===== config.mk =====
export PLATFORM = sky130hd
export DESIGN_NAME = ballot_input_unit
export DESIGN_NICKNAME = d
export VERILOG_FILES = /design/src/rtl/vm_pkg.sv /design/src/rtl/vote_debounce.sv /design/src/rtl/ballot_input_unit.sv
export SDC_FILE = /design/constraint.sdc
export NUM_CORES = 1
export LEC_CHECK = 0
export BUFFER_PORTS_ARGS = -buffer_cell sky130_fd_sc_hd__buf_2
export CAP_MARGIN = 5
export CORE_MARGIN = 1.5
export CORE_UTILIZATION = 35
export CTS_CLUSTER_SIZE = 28
export DETAILED_ROUTE_END_ITERATION = 16
export PLACE_DENSITY = 0.51
export SYNTH_ARGS = -nofsm -noshare
export SYNTH_HDL_FRONTEND = slang
export SYNTH_HIERARCHICAL = 1
export SYNTH_SLANG_ARGS = --single-unit
export TNS_END_PERCENT = 20

===== constraint.sdc =====
create_clock -name clk -period 1.4 [get_ports clk]
set_input_delay 0.14 -clock clk [delete_from_list [all_inputs] [get_ports clk]]
set_output_delay 0.14 -clock clk [all_outputs]
set_load 0.02 [all_outputs]

===== src/rtl/vm_pkg.sv =====
// Shared types and constants for the ballot front-end.
package vm_pkg;

    typedef enum logic [2:0] {
        IDLE,
        ARMED,
        CAST_A,
        CAST_B,
        RELEASE
    } ballot_state_t;

    // Depth of the metastability synchroniser on every raw button
    localparam int SYNC_STAGES = 2;

    // Positions of the three raw inputs inside the packed input vector
    localparam int NUM_INPUTS = 3;
    localparam int IDX_ARM    = 0;
    localparam int IDX_A      = 1;
    localparam int IDX_B      = 2;

endpackage


===== src/rtl/vote_debounce.sv =====
// Synchroniser, debouncer and rise detector for one raw push button.
// The debounced level follows the synchronised input only after
// DEBOUNCE_CYCLES consecutive samples that disagree with the current level.
// rise is a registered one-cycle pulse issued together with a 0->1 level change.
module vote_debounce
    import vm_pkg::*;
#(
    parameter int DEBOUNCE_CYCLES = 4
) (
    input  logic clk,
    input  logic reset_n,
    input  logic raw,
    output logic level,
    output logic rise
);

    localparam int                CNT_W   = $clog2(DEBOUNCE_CYCLES + 1);
    localparam logic [CNT_W-1:0]  CNT_MAX = CNT_W'(DEBOUNCE_CYCLES - 1);

    logic [SYNC_STAGES-1:0] sync_reg;
    logic [CNT_W-1:0]       cnt_reg;
    logic                   level_reg;
    logic                   rise_reg;
    logic                   synced;

    assign synced = sync_reg[SYNC_STAGES-1];

    // Synchronise the raw input, count disagreeing samples, commit the level
    always_ff @(posedge clk or negedge reset_n) begin
        if (!reset_n) begin
            sync_reg  <= '0;
            cnt_reg   <= '0;
            level_reg <= 1'b0;
            rise_reg  <= 1'b0;
        end else begin
            sync_reg <= {sync_reg[SYNC_STAGES-2:0], raw};
            rise_reg <= 1'b0;
            if (synced == level_reg) begin
                cnt_reg <= '0;
            end else if (cnt_reg == CNT_MAX) begin
                // Enough consecutive disagreeing samples: take the new level
                cnt_reg   <= '0;
                level_reg <= synced;
                rise_reg  <= synced;
            end else begin
                cnt_reg <= cnt_reg + 1'b1;
            end
        end
    end

    assign level = level_reg;
    assign rise  = rise_reg;

endmodule


===== src/rtl/ballot_input_unit.sv =====
// Ballot front-end: debounces arm/A/B buttons and allows exactly one vote
// per arming, emitting single-cycle vote_a / vote_b pulses.
// Optional feature macro: BALLOT_TIMEOUT_EN (auto-disarm after TIMEOUT_CYCLES
// cycles in ARMED). Without it ARMED persists and timeout is tied low.
module ballot_input_unit
    import vm_pkg::*;
#(
    parameter int DEBOUNCE_CYCLES = 4,
    parameter int TIMEOUT_CYCLES  = 1024
) (
    input  logic clk,
    input  logic reset_n,
    input  logic arm_btn,
    input  logic btn_a,
    input  logic btn_b,
    output logic vote_a,
    output logic vote_b,
    output logic ready,
    output logic busy,
    output logic reject,
    output logic timeout
);

    logic [NUM_INPUTS-1:0] raw_vec;
    logic [NUM_INPUTS-1:0] level_vec;
    logic [NUM_INPUTS-1:0] rise_vec;

    ballot_state_t state_reg;
    ballot_state_t state_next;

    logic timer_expired;
    logic arm_rise;
    logic cast_a;
    logic cast_b;
    logic ambiguous;

    assign raw_vec = {btn_b, btn_a, arm_btn};

    genvar gi;
    generate
        for (gi = 0; gi < NUM_INPUTS; gi++) begin : g_input
            vote_debounce #(
                .DEBOUNCE_CYCLES(DEBOUNCE_CYCLES)
            ) u_debounce (
                .clk    (clk),
                .reset_n(reset_n),
                .raw    (raw_vec[gi]),
                .level  (level_vec[gi]),
                .rise   (rise_vec[gi])
            );
        end
    endgenerate

    // rise is registered together with the level update, so both agree here
    assign arm_rise  = rise_vec[IDX_ARM] & level_vec[IDX_ARM];
    // A press is valid only when the other candidate button is debounced-low;
    // simultaneous rises leave both levels high and so fall into ambiguous.
    assign cast_a    = rise_vec[IDX_A] & ~level_vec[IDX_B];
    assign cast_b    = rise_vec[IDX_B] & ~level_vec[IDX_A];
    assign ambiguous = (rise_vec[IDX_A] | rise_vec[IDX_B]) & ~cast_a & ~cast_b;

`ifdef BALLOT_TIMEOUT_EN
    localparam int               TMR_W    = $clog2(TIMEOUT_CYCLES + 1);
    localparam logic [TMR_W-1:0] TMR_LAST = TMR_W'(TIMEOUT_CYCLES - 1);
    localparam logic [TMR_W-1:0] TMR_MAX  = TMR_W'(TIMEOUT_CYCLES);

    logic [TMR_W-1:0] timer_reg;

    // Count ARMED cycles; held at zero elsewhere so every arming starts fresh
    always_ff @(posedge clk or negedge reset_n) begin
        if (!reset_n) begin
            timer_reg <= '0;
        end else if (state_reg != ARMED) begin
            timer_reg <= '0;
        end else if (timer_reg != TMR_MAX) begin
            timer_reg <= timer_reg + 1'b1;
        end
    end

    // timer_reg holds n-1 during the n-th ARMED cycle
    assign timer_expired = (timer_reg == TMR_LAST);
`else
    assign timer_expired = 1'b0;
`endif

    // State register
    always_ff @(posedge clk or negedge reset_n) begin
        if (!reset_n) begin
            state_reg <= IDLE;
        end else begin
            state_reg <= state_next;
        end
    end

    // Next-state logic and state-decoded outputs
    always_comb begin
        state_next = state_reg;
        vote_a     = 1'b0;
        vote_b     = 1'b0;
        ready      = 1'b0;
        busy       = 1'b0;
        reject     = 1'b0;
        timeout    = 1'b0;
        case (state_reg)
            IDLE: begin
                if (arm_rise) begin
                    state_next = ARMED;
                end
            end
            ARMED: begin
                ready = 1'b1;
                if (cast_a) begin
                    state_next = CAST_A;
                end else if (cast_b) begin
                    state_next = CAST_B;
                end else if (timer_expired) begin
                    // A cast in the expiry cycle takes priority (checked above)
                    timeout    = 1'b1;
                    state_next = IDLE;
                end else if (ambiguous) begin
                    reject = 1'b1;
                end
            end
            CAST_A: begin
                vote_a     = 1'b1;
                busy       = 1'b1;
                state_next = RELEASE;
            end
            CAST_B: begin
                vote_b     = 1'b1;
                busy       = 1'b1;
                state_next = RELEASE;
            end
            RELEASE: begin
                busy = 1'b1;
                if (!level_vec[IDX_A] && !level_vec[IDX_B]) begin
                    state_next = IDLE;
                end
            end
            default: begin
                state_next = IDLE;
            end
        endcase
    end

endmodule

==> results of run 1 <==
[placed cells by master, fill, tap and decap left out, types with 3 or more instances in the layout]
master         synthesis  layout
and3b_2                3       3
buf_2                  0       4
buf_4                  1       6
buf_6                  0       3
clkbuf_4               0       3
dfrtp_1               24      24
dlygate4sd3_1          0       4
ha_1                   3       3
mux2_2                 3       3
nand2_1                3       3
nand2b_1               3       3
nor2_1                 5       4
nor2b_4                3       3
nor3_1                 3       3
nor3b_1                3       3
nor3b_2                3       3
xnor2_1                3       3
[per-stage QoR]
| step | utilization (%) | TNS [ns] |
|---|---|---|
| final | 46.7 | -0.0652 |
| after global routing | 46.7 | -0.300 |
| after CTS | 45.7 | -0.0673 |
| after detailed placement | 41.1 | 0 |
| after global placement | 41.1 | 0 |
| after floorplan | - | 0 |
[layout make-up]
cell class | instances | area, um^2
inverter | 1 | 3.75
tap | 30 | 37.5
timing repair buffer | 17 | 139
clock buffer | 4 | 36.3
sequential | 24 | 601
multi-input combinational | 43 | 370
fill | 226 | 1360
[routing by layer]
metal	vias to the layer above	routed length, um	GRT usage [%]
li1	272	-	-
met1	274	619	12.7
met2	14	627	15.3
met3	2	50	2.09
met4	0	13	5.23
met5	-	0	0
[power breakdown]
part / switching, mW / internal [mW] / leakage, nW
combinational: 0.247 / 0.328 / 0.228
sequential: 0.0926 / 0.834 / 0.308
clock: 0.188 / 0.158 / 0.0210
total: 0.527 / 1.32 / 0.557
[worst paths after layout]
kind                                                             start                                          end  cells after the start
min                                                            reset_n  g_input[0].u_debounce/sync_reg[1]$_DFF_PN0_                      2
max reg2reg                 g_input[2].u_debounce/cnt_reg[0]$_DFF_PN0_      g_input[2].u_debounce/level$_DFFE_PN0P_                      3
max                                           state_reg[2]$_DFFE_PN0P_                                       reject                      3
min in group clk           g_input[0].u_debounce/sync_reg[0]$_DFF_PN0_  g_input[0].u_debounce/sync_reg[1]$_DFF_PN0_                      0
max in group asynchronous                                      reset_n                     state_reg[0]$_DFFE_PN0P_                      2
min reg2reg                g_input[0].u_debounce/sync_reg[0]$_DFF_PN0_  g_input[0].u_debounce/sync_reg[1]$_DFF_PN0_                      0
[cells by family after synthesis]
family,share of synthesized area [%]
buffers and inverters,1.16
and+or+nand+nor,22.9
other,0.386
xor gates and xnor gates,2.71
muxes,4.64
AOI/OAI and AO/OA,2.45
DFF,61.9
adders and majority gates,3.87
[repair_timing]
item,4_1_cts,5_1_grt
setup buffers,3,1
hold buffers,4,0
setup endpoints to repair,1,4
endpoints found under the hold margin,27,0
cloned,0,0
pin swaps,0,3
resized for setup,5,6
[critical path: cells and delay by family, from the launching register on]
kind	cells	cell delay (ns)
buf+inv	1	0.11
simple gates	2	0.46
flops	1	0.45
==> flow_summary_export.csv, run 1 <==
group,metric,value,unit
run_status,status,"finished with violations",
run_status,violations,"setup timing",
min_path,hp-class,"input pin to asynchronous set/reset pin",
timing,period_needed,1.47,ns
route,routed_wirelength,1310,um
floorplan,floorplan.rows,18,
power_and_ir_drop,p_per_area,1560,nW/um^2
critical_path,worst_setup_path_start_kind,"flop",
final_layout,antenna_cells,0,
final_layout,largest_reg_flops,9,
clock_network,clk_pin_slew_worst_paths,0.12,ns
synth,synthTopCellsByArea,"dfrtp_1 (62%), nor2b_4 (4.3%), ha_1 (3.9%), nor3b_2 (3.9%), mux2_2 (3.5%)",
synth,ys.flop_type,"dfrtp_1",
clock_network,cts_tree,"yes",
clock_network,htree_levels,1,
clock_network,cts_made_buffers,3,
global_route,grt_remaining_overflow,0,
critical_path,cp-end-kind,"output port",
timing,rsz0062_at_grt,"yes",
timing,setup_violations,1,
critical_path,critical_path.cell_chain,"nor3_4 -> and3_4 -> buf_6",
critical_path,cp.required,1.26,ns
timing,slew_violations,0,
route,vias_per_cell,4.72,
global_route,antenna_found_initial,0,
power_and_ir_drop,power,1.85,mW
route,vias,562,
timing,finalHoldViolCount,0,
clock_network,insertion_delay,0.30,ns
synth,synth-seq-cells,24,
synth,synth_common_cells,"dfrtp_1 (24), nor2_1 (5)",
placement,placed_cells,107,
global_route,grt.total_usage,9.78,%
job,cap_viol_max_count,0,
timing,setup_slack,-0.0652,ns
synth,synth_nets,77,
final_layout,area_growth,22.3,%
synth,ys_types,22,
final_layout,finalNetCount,98,
placement,place_ws,0.237,ns
synth,synth_edf_count,0,
critical_path,cp_slowest_stage_delay,0.45,ns
final_layout,design_area,1190,um^2
synth,ys_seq_area_share,61.9,%
floorplan,die_x,55.7,um
synth,avgSynthCellArea,14.1,um^2
timing,period_share,105,%
critical_path,slowest_stage,"dfrtp_1",
placement,port_buffers,9,
clock_network,clk_path_buf_depth,2,
critical_path,worst-setup-path-type,"flop to output port",
synth,synth_top_area_share,61.9,%
global_route,grt_pass1_vias,551,
placement,hpwl,908,um
floorplan,fp.coreArea,2540,um^2
timing,worst_pin_slew,0.510,ns
critical_path,crit_fanout,4,
floorplan,die_h,55.7,um
route,drc,0,
route,drtIter0Drc,5,
synth,async_flop_share,100,%
synth,netlist_instances,69,
timing,fin_hold_ws,0.318,ns
route,ant_nets,0,
floorplan,start_util,38.2,%
timing,fmax,682,MHz
synth,yosysMostFrequentCell,"dfrtp_1",
floorplan,ios,11,
final_layout,fin_cells,119,
timing,maxSlewHeadroom,66.0,%
critical_path,cp_data_arrival_time,1.33,ns
power_and_ir_drop,ir_worst_vdd,0.780,mV
synth,synth_warnings,6,
critical_path,rrSetupSlack,0.23,ns
placement,gp_congestion,0.692,
route,wl_per_cell,11.0,um
power_and_ir_drop,leakage,0.557,nW
placement,dpl_cell_area,1050,um^2
floorplan,die_area,3100,um^2
synth,netlist_area,971,um^2
route,first_pass_iters,4,
final_layout,drive_gt1_share,39.3,%
global_route,grt_max_degree,25,
synth,synth_area_leader_cell,"dfrtp_1",
clock_network,clock_sinks,24,
timing,fin_skew,0.00379,ns
global_route,grt_pass1_wl,2390,um
clock_network,root_buffer,"clkbuf_4",
Power figures use the tool's default switching activity.
==> run 2, diff against run 1 <==
--- a/config.mk
+++ b/config.mk
@@ -5,12 +5,14 @@
 export SDC_FILE = /design/constraint.sdc
 export NUM_CORES = 1
 export LEC_CHECK = 0
+export ABC_AREA = 1
 export BUFFER_PORTS_ARGS = -buffer_cell sky130_fd_sc_hd__buf_2
 export CAP_MARGIN = 5
 export CORE_MARGIN = 1.5
 export CORE_UTILIZATION = 35
 export CTS_CLUSTER_SIZE = 28
 export DETAILED_ROUTE_END_ITERATION = 16
+export GPL_TIMING_DRIVEN = 0
 export PLACE_DENSITY = 0.51
 export SYNTH_ARGS = -nofsm -noshare
 export SYNTH_HDL_FRONTEND = slang
==> flow_summary_export.csv, run 2 <==
group,metric,value,unit
route,wl_per_cell,9.01,um
global_route,antenna_found_initial,0,
floorplan,die_x,57.1,um
final_layout,nFillCells,268,
critical_path,cp_data_arrival_time,1.27,ns
clock_network,root_buffer,"clkbuf_4",
critical_path,worst_setup_path_start_kind,"flop",
synth,synth-simple-area-share,28.4,%
final_layout,largest_reg_flops,9,
synth,synth_edf_count,0,
final_layout,mostFrequentLayoutCells,"nand2_1 (33), dfrtp_1 (24), inv_1 (19)",
critical_path,worst-setup-path-type,"flop to output port",
timing,worst_pin_slew,0.519,ns
timing,fin_skew,0.00388,ns
route,first_pass_iters,4,
power_and_ir_drop,leakage,0.668,nW
global_route,grt_pass1_vias,704,
global_route,grt_pass1_wl,2700,um
synth,ys_types,16,
placement,hpwl,1070,um
power_and_ir_drop,p_per_area,1450,nW/um^2
synth,synth_top_family_by_area,"simple AND/OR/NAND/NOR gates",
critical_path,cp.required,1.26,ns
timing,finalHoldViolCount,0,
placement,gp_congestion,0.705,
synth,synth_nets,122,
synth,synth_warnings,6,
route,drtIter0Drc,39,
clock_network,clk_pin_slew_worst_paths,0.12,ns
floorplan,die_area,3260,um^2
synth,synthTopCellsByArea,"dfrtp_1 (59%), nand2_1 (12%), inv_1 (7.0%), nor2_1 (5.5%), nand2_2 (4.3%)",
critical_path,r2r-start,"state_reg[1]$_DFFE_PN0P_",
critical_path,r2r_cells,4,
timing,period_share,101,%
critical_path,rrSetupSlack,0.37,ns
floorplan,start_util,37.1,%
timing,maxSlewHeadroom,65.4,%
synth,synth_common_cells,"nand2_1 (33), dfrtp_1 (24), inv_1 (19)",
global_route,grt.total_usage,10.6,%
synth,synth_area_leader_cell,"dfrtp_1",
clock_network,cts_made_buffers,3,
final_layout,post-route-util,44.9,%
timing,slew_violations,0,
timing,setup_violations,1,
timing,fmax,708,MHz
global_route,grt_max_degree,25,
final_layout,final_common_cell,"nand2_1",
final_layout,antenna_cells,0,
synth,ys.flop_type,"dfrtp_1",
power_and_ir_drop,power,1.80,mW
synth,muxShareOfSynthArea,0,%
clock_network,insertion_delay,0.30,ns
power_and_ir_drop,ir_worst_vdd,0.754,mV
synth,synth_adder_area_share,3.67,%
final_layout,drive_gt1_share,24.3,%
run_status,status,"finished with violations",
run_status,violations,"setup timing",
floorplan,floorplan.rows,19,
clock_network,clock_sinks,24,
synth,yosysMostFrequentCell,"nand2_1",
synth,ys_seq_area_share,58.7,%
synth,synth-seq-cells,24,
critical_path,crit_fanout,2,
timing,rsz0062_at_grt,"yes",
floorplan,fp.coreArea,2760,um^2
route,ant_nets,0,
critical_path,cp-end-kind,"output port",
final_layout,area_growth,20.9,%
clock_network,htree_levels,1,
job,cap_viol_max_count,0,
floorplan,ios,11,
critical_path,r2r-end,"state_reg[1]$_DFFE_PN0P_",
placement,port_buffers,9,
clock_network,clk_path_buf_depth,2,
synth,avgSynthCellArea,8.98,um^2
route,vias,738,
synth,netlist_instances,114,
timing,period_needed,1.41,ns
final_layout,finalNetCount,146,
synth,netlist_area,1020,um^2
route,drc,0,
synth,synth-compound-area-share,0.856,%
floorplan,die_h,57.1,um
synth,async_flop_share,100,%
route,routed_wirelength,1500,um
synth,synth_xor_xnor_area_share,0,%
route,vias_per_cell,4.42,
synth,synth_top_area_share,58.7,%
timing,setup_slack,-0.0132,ns
clock_network,cts_tree,"yes",
timing,fin_hold_ws,0.331,ns
global_route,grt_remaining_overflow,0,
min_path,hp-class,"input pin to asynchronous set/reset pin",
run 2: area by class of cell:
type                       count  area, um^2  share of cell area [%]
clock buffer                   3        22.5                    1.82
tap                           31        38.8                    3.13
inverter                      20        75.1                    6.07
sequential                    24         601                    48.5
multi-input combinational     69         349                    28.2
buffer                         1        7.51                   0.607
timing repair buffer          19         144                    11.6
run 2: cell families (layout without fill, tap and decap cells):
logic type,Yosys count,after routing
other cells,1,1
flops,24,24
compound gates,1,1
fa+ha+maj,3,3
simple gates,64,64
buf+inv,21,43
run 2: repair_timing:
item,CTS,global route
hold buffers,4,0
buffers inserted,4,2
pin swaps,1,1
gates resized for setup,1,6
hold endpoints to repair,27,0
endpoints found under the setup margin,1,5
run 2: report_power, final:
group / switching, mW / internal [mW]
Sequential: 0.0740 / 0.827
Clock: 0.181 / 0.100
Combinational: 0.346 / 0.267
run 2: worst max path at each step:
| stage | from | to | slack [ns] |
|---|---|---|---|
| floorplan | state_reg[2]$_DFFE_PN0P_ | reject | 0.19 |
| global placement | state_reg[2]$_DFFE_PN0P_ | reject | 0.26 |
| detailed placement | state_reg[2]$_DFFE_PN0P_ | reject | 0.22 |
| CTS | state_reg[2]$_DFFE_PN0P_ | reject | -0.06 |
| global route | state_reg[2]$_DFFE_PN0P_ | reject | -0.11 |
| finish | state_reg[2]$_DFFE_PN0P_ | reject | -0.01 |
run 2: layer usage:
metal	vias to the layer above	track usage [%]	wire, um	share of wire, %
li1	381	-	-	-
met1	345	13.0	736	49
met2	10	17.4	700	47
met3	2	2.04	49	3.3
met4	0	5.98	18	1.2
met5	-	0	0	0
run 2: critical path, cell delays in order, from the launching register on:
cell	delay, ns
dfrtp_1	0.41
inv_2	0.07
nand2_2	0.06
nor2_4	0.09
nor3b_4	0.20
buf_6	0.14
run 2: metrics by stage:
stage | cell area [um^2] | std cells | setup TNS (ns) | worst slack [ns]
3_5_place_dp | 1110 | 154 | 0 | 0.219
4_1_cts | 1200 | 165 | -0.0572 | -0.0572
3_3_place_gp | 1110 | 154 | 0 | 0.260
5_1_grt | 1240 | 167 | -0.268 | -0.110
2_1_floorplan | 1020 | 114 | 0 | 0.188
6_report | 1240 | 167 | -0.0132 | -0.0132
